==> config.mk <==
export PLATFORM = sky130hd
export DESIGN_NAME = bram_arbiter
export DESIGN_NICKNAME = d
export VERILOG_FILES = /design/src/rtl/bram_arbiter.sv
export SDC_FILE = /design/constraint.sdc
export NUM_CORES = 1
export LEC_CHECK = 0
export BUFFER_PORTS_ARGS = -buffer_cell sky130_fd_sc_hd__buf_2
export CAP_MARGIN = 5
export CORE_MARGIN = 5
export CORE_UTILIZATION = 43
export DETAILED_ROUTE_END_ITERATION = 8
export GPL_ROUTABILITY_DRIVEN = 1
export HOLD_SLACK_MARGIN = 0.15
export PLACE_DENSITY = 0.79
export SKIP_CTS_REPAIR_TIMING = 1
export SYNTH_ARGS = -nofsm -noshare
export SYNTH_HDL_FRONTEND = slang
export SYNTH_SLANG_ARGS = --single-unit
==> constraint.sdc <==
create_clock -name clock -period 2.08 [get_ports clock]
set_clock_uncertainty 0.15 [all_clocks]
set_input_delay 0.312 -clock clock [delete_from_list [all_inputs] [get_ports clock]]
set_output_delay 0.312 -clock clock [all_outputs]
set_load 0.05 [all_outputs]
==> src/rtl/bram_arbiter.sv <==
// Round-robin arbiter sharing one single-port, read-first block RAM among
// NUM_REQ requesters; responses return two cycles after acceptance.
module bram_arbiter #(
    parameter int RAM_WIDTH     = 8,
    parameter int RAM_ADDR_BITS = 11,
    parameter int NUM_REQ       = 4
) (
    input  logic                             clock,
    input  logic                             reset,
    input  logic [NUM_REQ-1:0]               req_valid,
    output logic [NUM_REQ-1:0]               req_ready,
    input  logic [NUM_REQ-1:0]               req_write,
    input  logic [NUM_REQ*RAM_ADDR_BITS-1:0] req_addr,
    input  logic [NUM_REQ*RAM_WIDTH-1:0]     req_wdata,
    output logic [NUM_REQ-1:0]               rsp_valid,
    output logic [RAM_WIDTH-1:0]             rsp_rdata,
    output logic                             ram_enable,
    output logic                             write_enable,
    output logic [RAM_ADDR_BITS-1:0]         address,
    output logic [RAM_WIDTH-1:0]             input_data,
    input  logic [RAM_WIDTH-1:0]             output_data
);

    localparam int PTR_BITS = $clog2(NUM_REQ);
    localparam logic [PTR_BITS-1:0] LAST_ID = PTR_BITS'(NUM_REQ - 1);

    logic [RAM_ADDR_BITS-1:0] addr_slice  [NUM_REQ];
    logic [RAM_WIDTH-1:0]     wdata_slice [NUM_REQ];

    genvar gi;
    generate
        for (gi = 0; gi < NUM_REQ; gi++) begin : g_slice
            assign addr_slice[gi]  = req_addr[gi*RAM_ADDR_BITS +: RAM_ADDR_BITS];
            assign wdata_slice[gi] = req_wdata[gi*RAM_WIDTH +: RAM_WIDTH];
        end
    endgenerate

    logic [PTR_BITS-1:0]      ptr_reg;
    logic [PTR_BITS-1:0]      ptr_next;
    logic [PTR_BITS-1:0]      grant_id;
    logic [PTR_BITS-1:0]      cand;
    logic                     grant_found;
    logic                     accept;
    logic                     ram_enable_reg;
    logic                     write_enable_reg;
    logic [RAM_ADDR_BITS-1:0] address_reg;
    logic [RAM_WIDTH-1:0]     input_data_reg;
    logic                     tag_s1_valid_reg;
    logic [PTR_BITS-1:0]      tag_s1_reg;
    logic [NUM_REQ-1:0]       rsp_valid_reg;
    logic [NUM_REQ-1:0]       rsp_valid_next;

    // Scan from the priority pointer, wrapping, and take the first valid requester.
    always_comb begin
        grant_found = 1'b0;
        grant_id    = '0;
        cand        = '0;
        for (int k = 0; k < NUM_REQ; k++) begin
            cand = PTR_BITS'((int'(ptr_reg) + k) % NUM_REQ);
            if (!grant_found && req_valid[cand]) begin
                grant_found = 1'b1;
                grant_id    = cand;
            end
        end
    end

    assign accept   = grant_found && !reset;
    assign ptr_next = (grant_id == LAST_ID) ? '0 : grant_id + 1'b1;

    always_comb begin
        req_ready = '0;
        if (accept) begin
            req_ready[grant_id] = 1'b1;
        end
    end

    always_comb begin
        rsp_valid_next = '0;
        if (tag_s1_valid_reg) begin
            rsp_valid_next[tag_s1_reg] = 1'b1;
        end
    end

    always_ff @(posedge clock) begin
        if (reset) begin
            ptr_reg          <= '0;
            ram_enable_reg   <= 1'b0;
            write_enable_reg <= 1'b0;
            address_reg      <= '0;
            input_data_reg   <= '0;
            tag_s1_valid_reg <= 1'b0;
            tag_s1_reg       <= '0;
            rsp_valid_reg    <= '0;
        end else begin
            ram_enable_reg   <= accept;
            write_enable_reg <= accept && req_write[grant_id];
            tag_s1_valid_reg <= accept;
            tag_s1_reg       <= grant_id;
            // The tag reaches this stage on the same edge the RAM presents read data.
            rsp_valid_reg    <= rsp_valid_next;
            if (accept) begin
                ptr_reg        <= ptr_next;
                address_reg    <= addr_slice[grant_id];
                input_data_reg <= wdata_slice[grant_id];
            end
        end
    end

    assign ram_enable   = ram_enable_reg;
    assign write_enable = write_enable_reg;
    assign address      = address_reg;
    assign input_data   = input_data_reg;
    assign rsp_valid    = rsp_valid_reg;
    assign rsp_rdata    = output_data;

endmodule

[After elaboration in Yosys (flattened, before gate mapping)]
Index checks and enable logic that the tools add are counted.
Word-level totals
  register bits after elaboration: 29
  input bits: 94
  output and inout port bits: 37
  logic and storage cells: 65
Operators by class
  $add $sub $neg: 4
  order comparisons: 9
  equality and inequality tests: 1
  muxes and demuxes: 30
  bitwise gates (word level): 2
  reduce and logical (&&, ||, !) cells: 12
Operator list (count)
  binary-select mux 11 bit (select 2 bit): 1
  2-to-1 mux 11 bit: 2
  < comparator 2 x 3 -> 1 bit (second input constant): 6
  binary-select mux 8 bit (select 2 bit): 1
  2-to-1 mux 8 bit: 2
  2-to-1 mux 1 bit: 11
  binary-select mux 1 bit (select 2 bit): 5
  2-to-1 mux 2 bit: 5
  logical AND 1 bit: 7
  adder 2 x 1 -> 2 bit (second input constant): 2
  adder 2 bit (second input constant): 2
  demux 1 bit (select 2 bit): 2
  greater-or-equal comparator 2 x 1 -> 1 bit (second input constant): 2
  logical NOT 1 bit: 4
  2-to-1 mux 4 bit: 1
  greater-or-equal comparator 3 bit (second input constant): 1
  NOT 2 -> 3 bit: 1
  equality test 2 bit (second input constant): 1
  OR reduction 2 bit: 1
  NOT 1 bit: 1

[Depth between registers and ports, before layout]
  depth in word-level cells: 17
  depth in mapped cells: 8
  depth with buffers taken out: 6

[Worst setup path before layout]
OpenSTA, ideal clock, no wires.
  path type: register to output
  start point: register ptr_reg[1]
  end point: output port req_ready[2]
  arrival time: 1.705 ns
  data required time: 1.618 ns
  slack: -0.087 ns
  cell stages (with the launch flop): 7
  path buffers: 1
  cells stage by stage: dfxtp_1 > and2_1 > o211a_2 > nor2_2 > buf_4 > ha_1 > and2_1
Between the ends
  word-level cells in the longest chain between the ends: 17
  elaborated cells on any way between the ends: 32
Ends and longest elaborated chain
  start: declaration: RTL line 38  | logic [PTR_BITS-1:0] ptr_reg;
  start signal: assignment: RTL line 102  | ptr_reg <= ptr_next;
  parallel branches: the longest is 11 deep, another holds adder 2 x 1 -> 2 bit
  2-to-1 mux 2 bit *: RTL line 60  | if (!grant_found && req_valid[cand]) begin
  named net grant_id[1]: RTL line 40  | logic [PTR_BITS-1:0] grant_id;
  < comparator 2 x 3 -> 1 bit (implied by the code) or greater-or-equal comparator 2 x 1 -> 1 bit (tied branches): RTL line 73  | req_ready[grant_id] = 1'b1;
  logical AND 1 bit (implied by the code): RTL line 73
  2-to-1 mux 1 bit (implied by the code): RTL line 73
  demux 1 bit (select 2 bit) *: RTL line 73
  2-to-1 mux 4 bit *: RTL line 72  | if (accept) begin
  end: declaration: RTL line 11  | output logic [NUM_REQ-1:0] req_ready,
Mark *: on every way through the listed nets, which the timed path passes. The select of a mux whose other input is x is not followed.

[Worst setup path in the final report]
  start point: register ptr_reg[0]
  end point: output port req_ready[0]
Between the ends
  word-level cells in the longest chain between the ends: 17
  elaborated cells on any way between the ends: 32
Ends and longest elaborated chain (RTL line)
  parallel branches: the longest is 16 deep, another holds < comparator 2 x 3 -> 1 bit
  2-to-1 mux 4 bit *: 72
Every way passes the cells marked *. The select of a mux whose other input is x is not followed.

==> results.ini <==
[grt]
grt_pass1_wl_um = 9540
grt_pass1_vias = 2157
grt_util_met1_pct = 22.1
gr-total-overflow = 0
antenna_found_initial = 0
grt.total_usage_pct = 19.1
grt_max_degree = 19
met3_usage_pct = 5.39
grtUsageMet2_pct = 33.8
busiest_layer = met2

[clocking]
cts.sinks = 29
cts-root-buf = clkbuf_8
clock_path_buffers = 2
clock_latency_ps = 270
clk_transition_reported_paths_ps = 70
cts_tree = yes
htreeDepth = 2
numCtsBuffers = 5

[detailed_routing]
firstDrtPassIters = 4
drc = 0
drt_iter0_markers = 48
wl_per_cell_um = 15.6
drt_wl_total_um = 6300
antenna_left = 0
vias_per_cell = 5.33
via_count = 2148

[sta]
drv_slew = 0
hold_viol_final = 0
min_period_over_period_pct = 108
fmax_ghz = 0.444
max_slew_margin_pct = 83.1
rsz0062_at_grt = yes
fin_crit_ps = 2250
setup_viol = 4
worstMarginPinSlew_ps = 251
holdWs_ps = 176
setup_ws_ps = -173

[cells_and_area]
design_area_um2 = 2950
ff_latch_area_um2 = 586
multi_input_area_um2 = 1290
largest_reg_flops = 11
fill_cells = 410
mostFrequentLayoutCells = 110 x buf_2, 27 x dfxtp_1, 26 x buf_4
drive_gt1_share_pct = 55.9
fin_nets = 446
final_common_cell = buf_2
synthToLayoutAreaGrowth_pct = 45.8
num_antenna_cells = 0

[placement]
place_area_um2 = 2670
post-dp-hpwl_um = 4750
numPortBuffers = 114
place_congestion = 0.863

[setup_path]
arrival_ps = 1790
reg2reg_to = address[1]
reg2reg_slack_ps = 30
worstSetupEndpointType = output port
critPathKind = flop to output port
critPathRequiredTime_ps = 1620
r2r_start = ptr_reg[0]
reg2reg_depth = 8
critPathLaunchType = flop
worstPathMaxFanout = 4

[synthesis]
synthFlopType = dfxtp_1
seq_area_frac_synth_pct = 28.7
synth_nets = 317
synth_edf_count = 0
synth.distinct_cells = 47
synth_warnings = 0
syn_inst = 219
synth_area_leaders = dfxtp_1 29%, o211ai_2 11%, mux2i_1 9.4%
synth_top_cell_area_share_pct = 28.7
synthArstFlopShare_pct = 0
synth-seq-cells = 29
syn_avg_cell_area_um2 = 9.23
synth_largest_area_cell = dfxtp_1
synth.cell_area_um2 = 2020

[die]
die_area_um2 = 6170
start_util_pct = 43.6
io_pins = 131
die_y_um = 78.6
die_w_um = 78.6
coreArea_um2 = 4630
core.rowCount = 25

[pwr]
power_w = 0.00239
pwr-share-comb_pct = 49.5
intPower_w = 0.00141
p_sw_w = 0.000978
power_density_nw_per_um2 = 811
pwr-share-seq_pct = 29.1
ir_drop_mv = 0.413
p_sw_share_pct = 40.9
p_leak_nw = 1.47
clkPwrFrac_pct = 21.5

[status]
status = finished with violations
violations = negative setup slack

[min_path]
min_path_cells = 3
hp-class = primary input to flop
hold_start = req_addr[13]
hold_end = address[2]

[run]
cap_violations = 0

[cell families (layout without fill, tap and decap cells)]
logic type,Yosys count,count (layout),share of synthesized area (%)
simple gates,68,68,18.4
fa+ha+maj,4,4,2.48
mux,19,19,9.41
compound gates,69,69,29.8
flops,29,29,28.7
buf+inv,30,160,11.1
[critical path, cell delays in order, from the launching register on]
cell and delay [ps]:
dfxtp_2 360, and2b_1 210, o21ba_4 210, nor2_4 180
inv_2 80, ha_2 180, and2_4 140, buf_8 140
[worst max-delay path by stage]
stage | endpoint | startpoint | depth (start not counted) | slack, ps
floorplan | req_ready[2] | ptr_reg[1] | 6 | 40
global placement | req_ready[0] | req_valid[0] | 8 | -80
detailed placement | req_ready[0] | req_valid[0] | 8 | -140
CTS | req_ready[0] | ptr_reg[1] | 7 | -340
global route | req_ready[0] | ptr_reg[1] | 7 | -240
finish | req_ready[0] | ptr_reg[0] | 7 | -170
[power groups by stage]
stage	clock network, W	logic (W)	registers [W]
floorplan	0	0.000555	0.000965
global placement	0	0.00106	0.000702
detailed placement	0	0.00109	0.000703
CTS	0.000526	0.00109	0.000692
global route	0.000551	0.00126	0.000707
finish	0.000513	0.00118	0.000696
[final cells by class]
class / count / area share, %
clock buffers: 7 / 3.27
clock inverters: 1 / 0.170
inverters: 7 / 1.06
multi-input cells: 160 / 43.9
flip-flops and latches: 29 / 19.9
well taps: 54 / 2.29
repair buffers: 145 / 29.5
[stage by stage]
step                setup WS [ps]  utilization [%]  setup TNS, ps  instances
floorplan                    40.6                -              0        219
global placement            -78.6             57.7           -306        389
detailed placement           -141             57.7           -656        389
CTS                          -344             59.9          -1320        397
global route                 -240             63.6           -966        403
finish                       -173             63.6           -587        403
[layer usage]
metal  up-vias  share of wire, %
met2        86                49
met3        10               7.8
met5         -                 0
met4         0               1.7
li1       1056                 -
met1       996                42
[Yosys cell counts (4+ instances only)]
master / count
o21ai_0: 17
nand3_1: 17
dfxtp_1: 29
ha_1: 4
nand2_1: 23
nor2_1: 4
and2_1: 5
mux2i_1: 19
a211o_1: 17
inv_1: 6
buf_6: 4
o211ai_2: 17
buf_4: 10
Power figures use the tool's default switching activity.
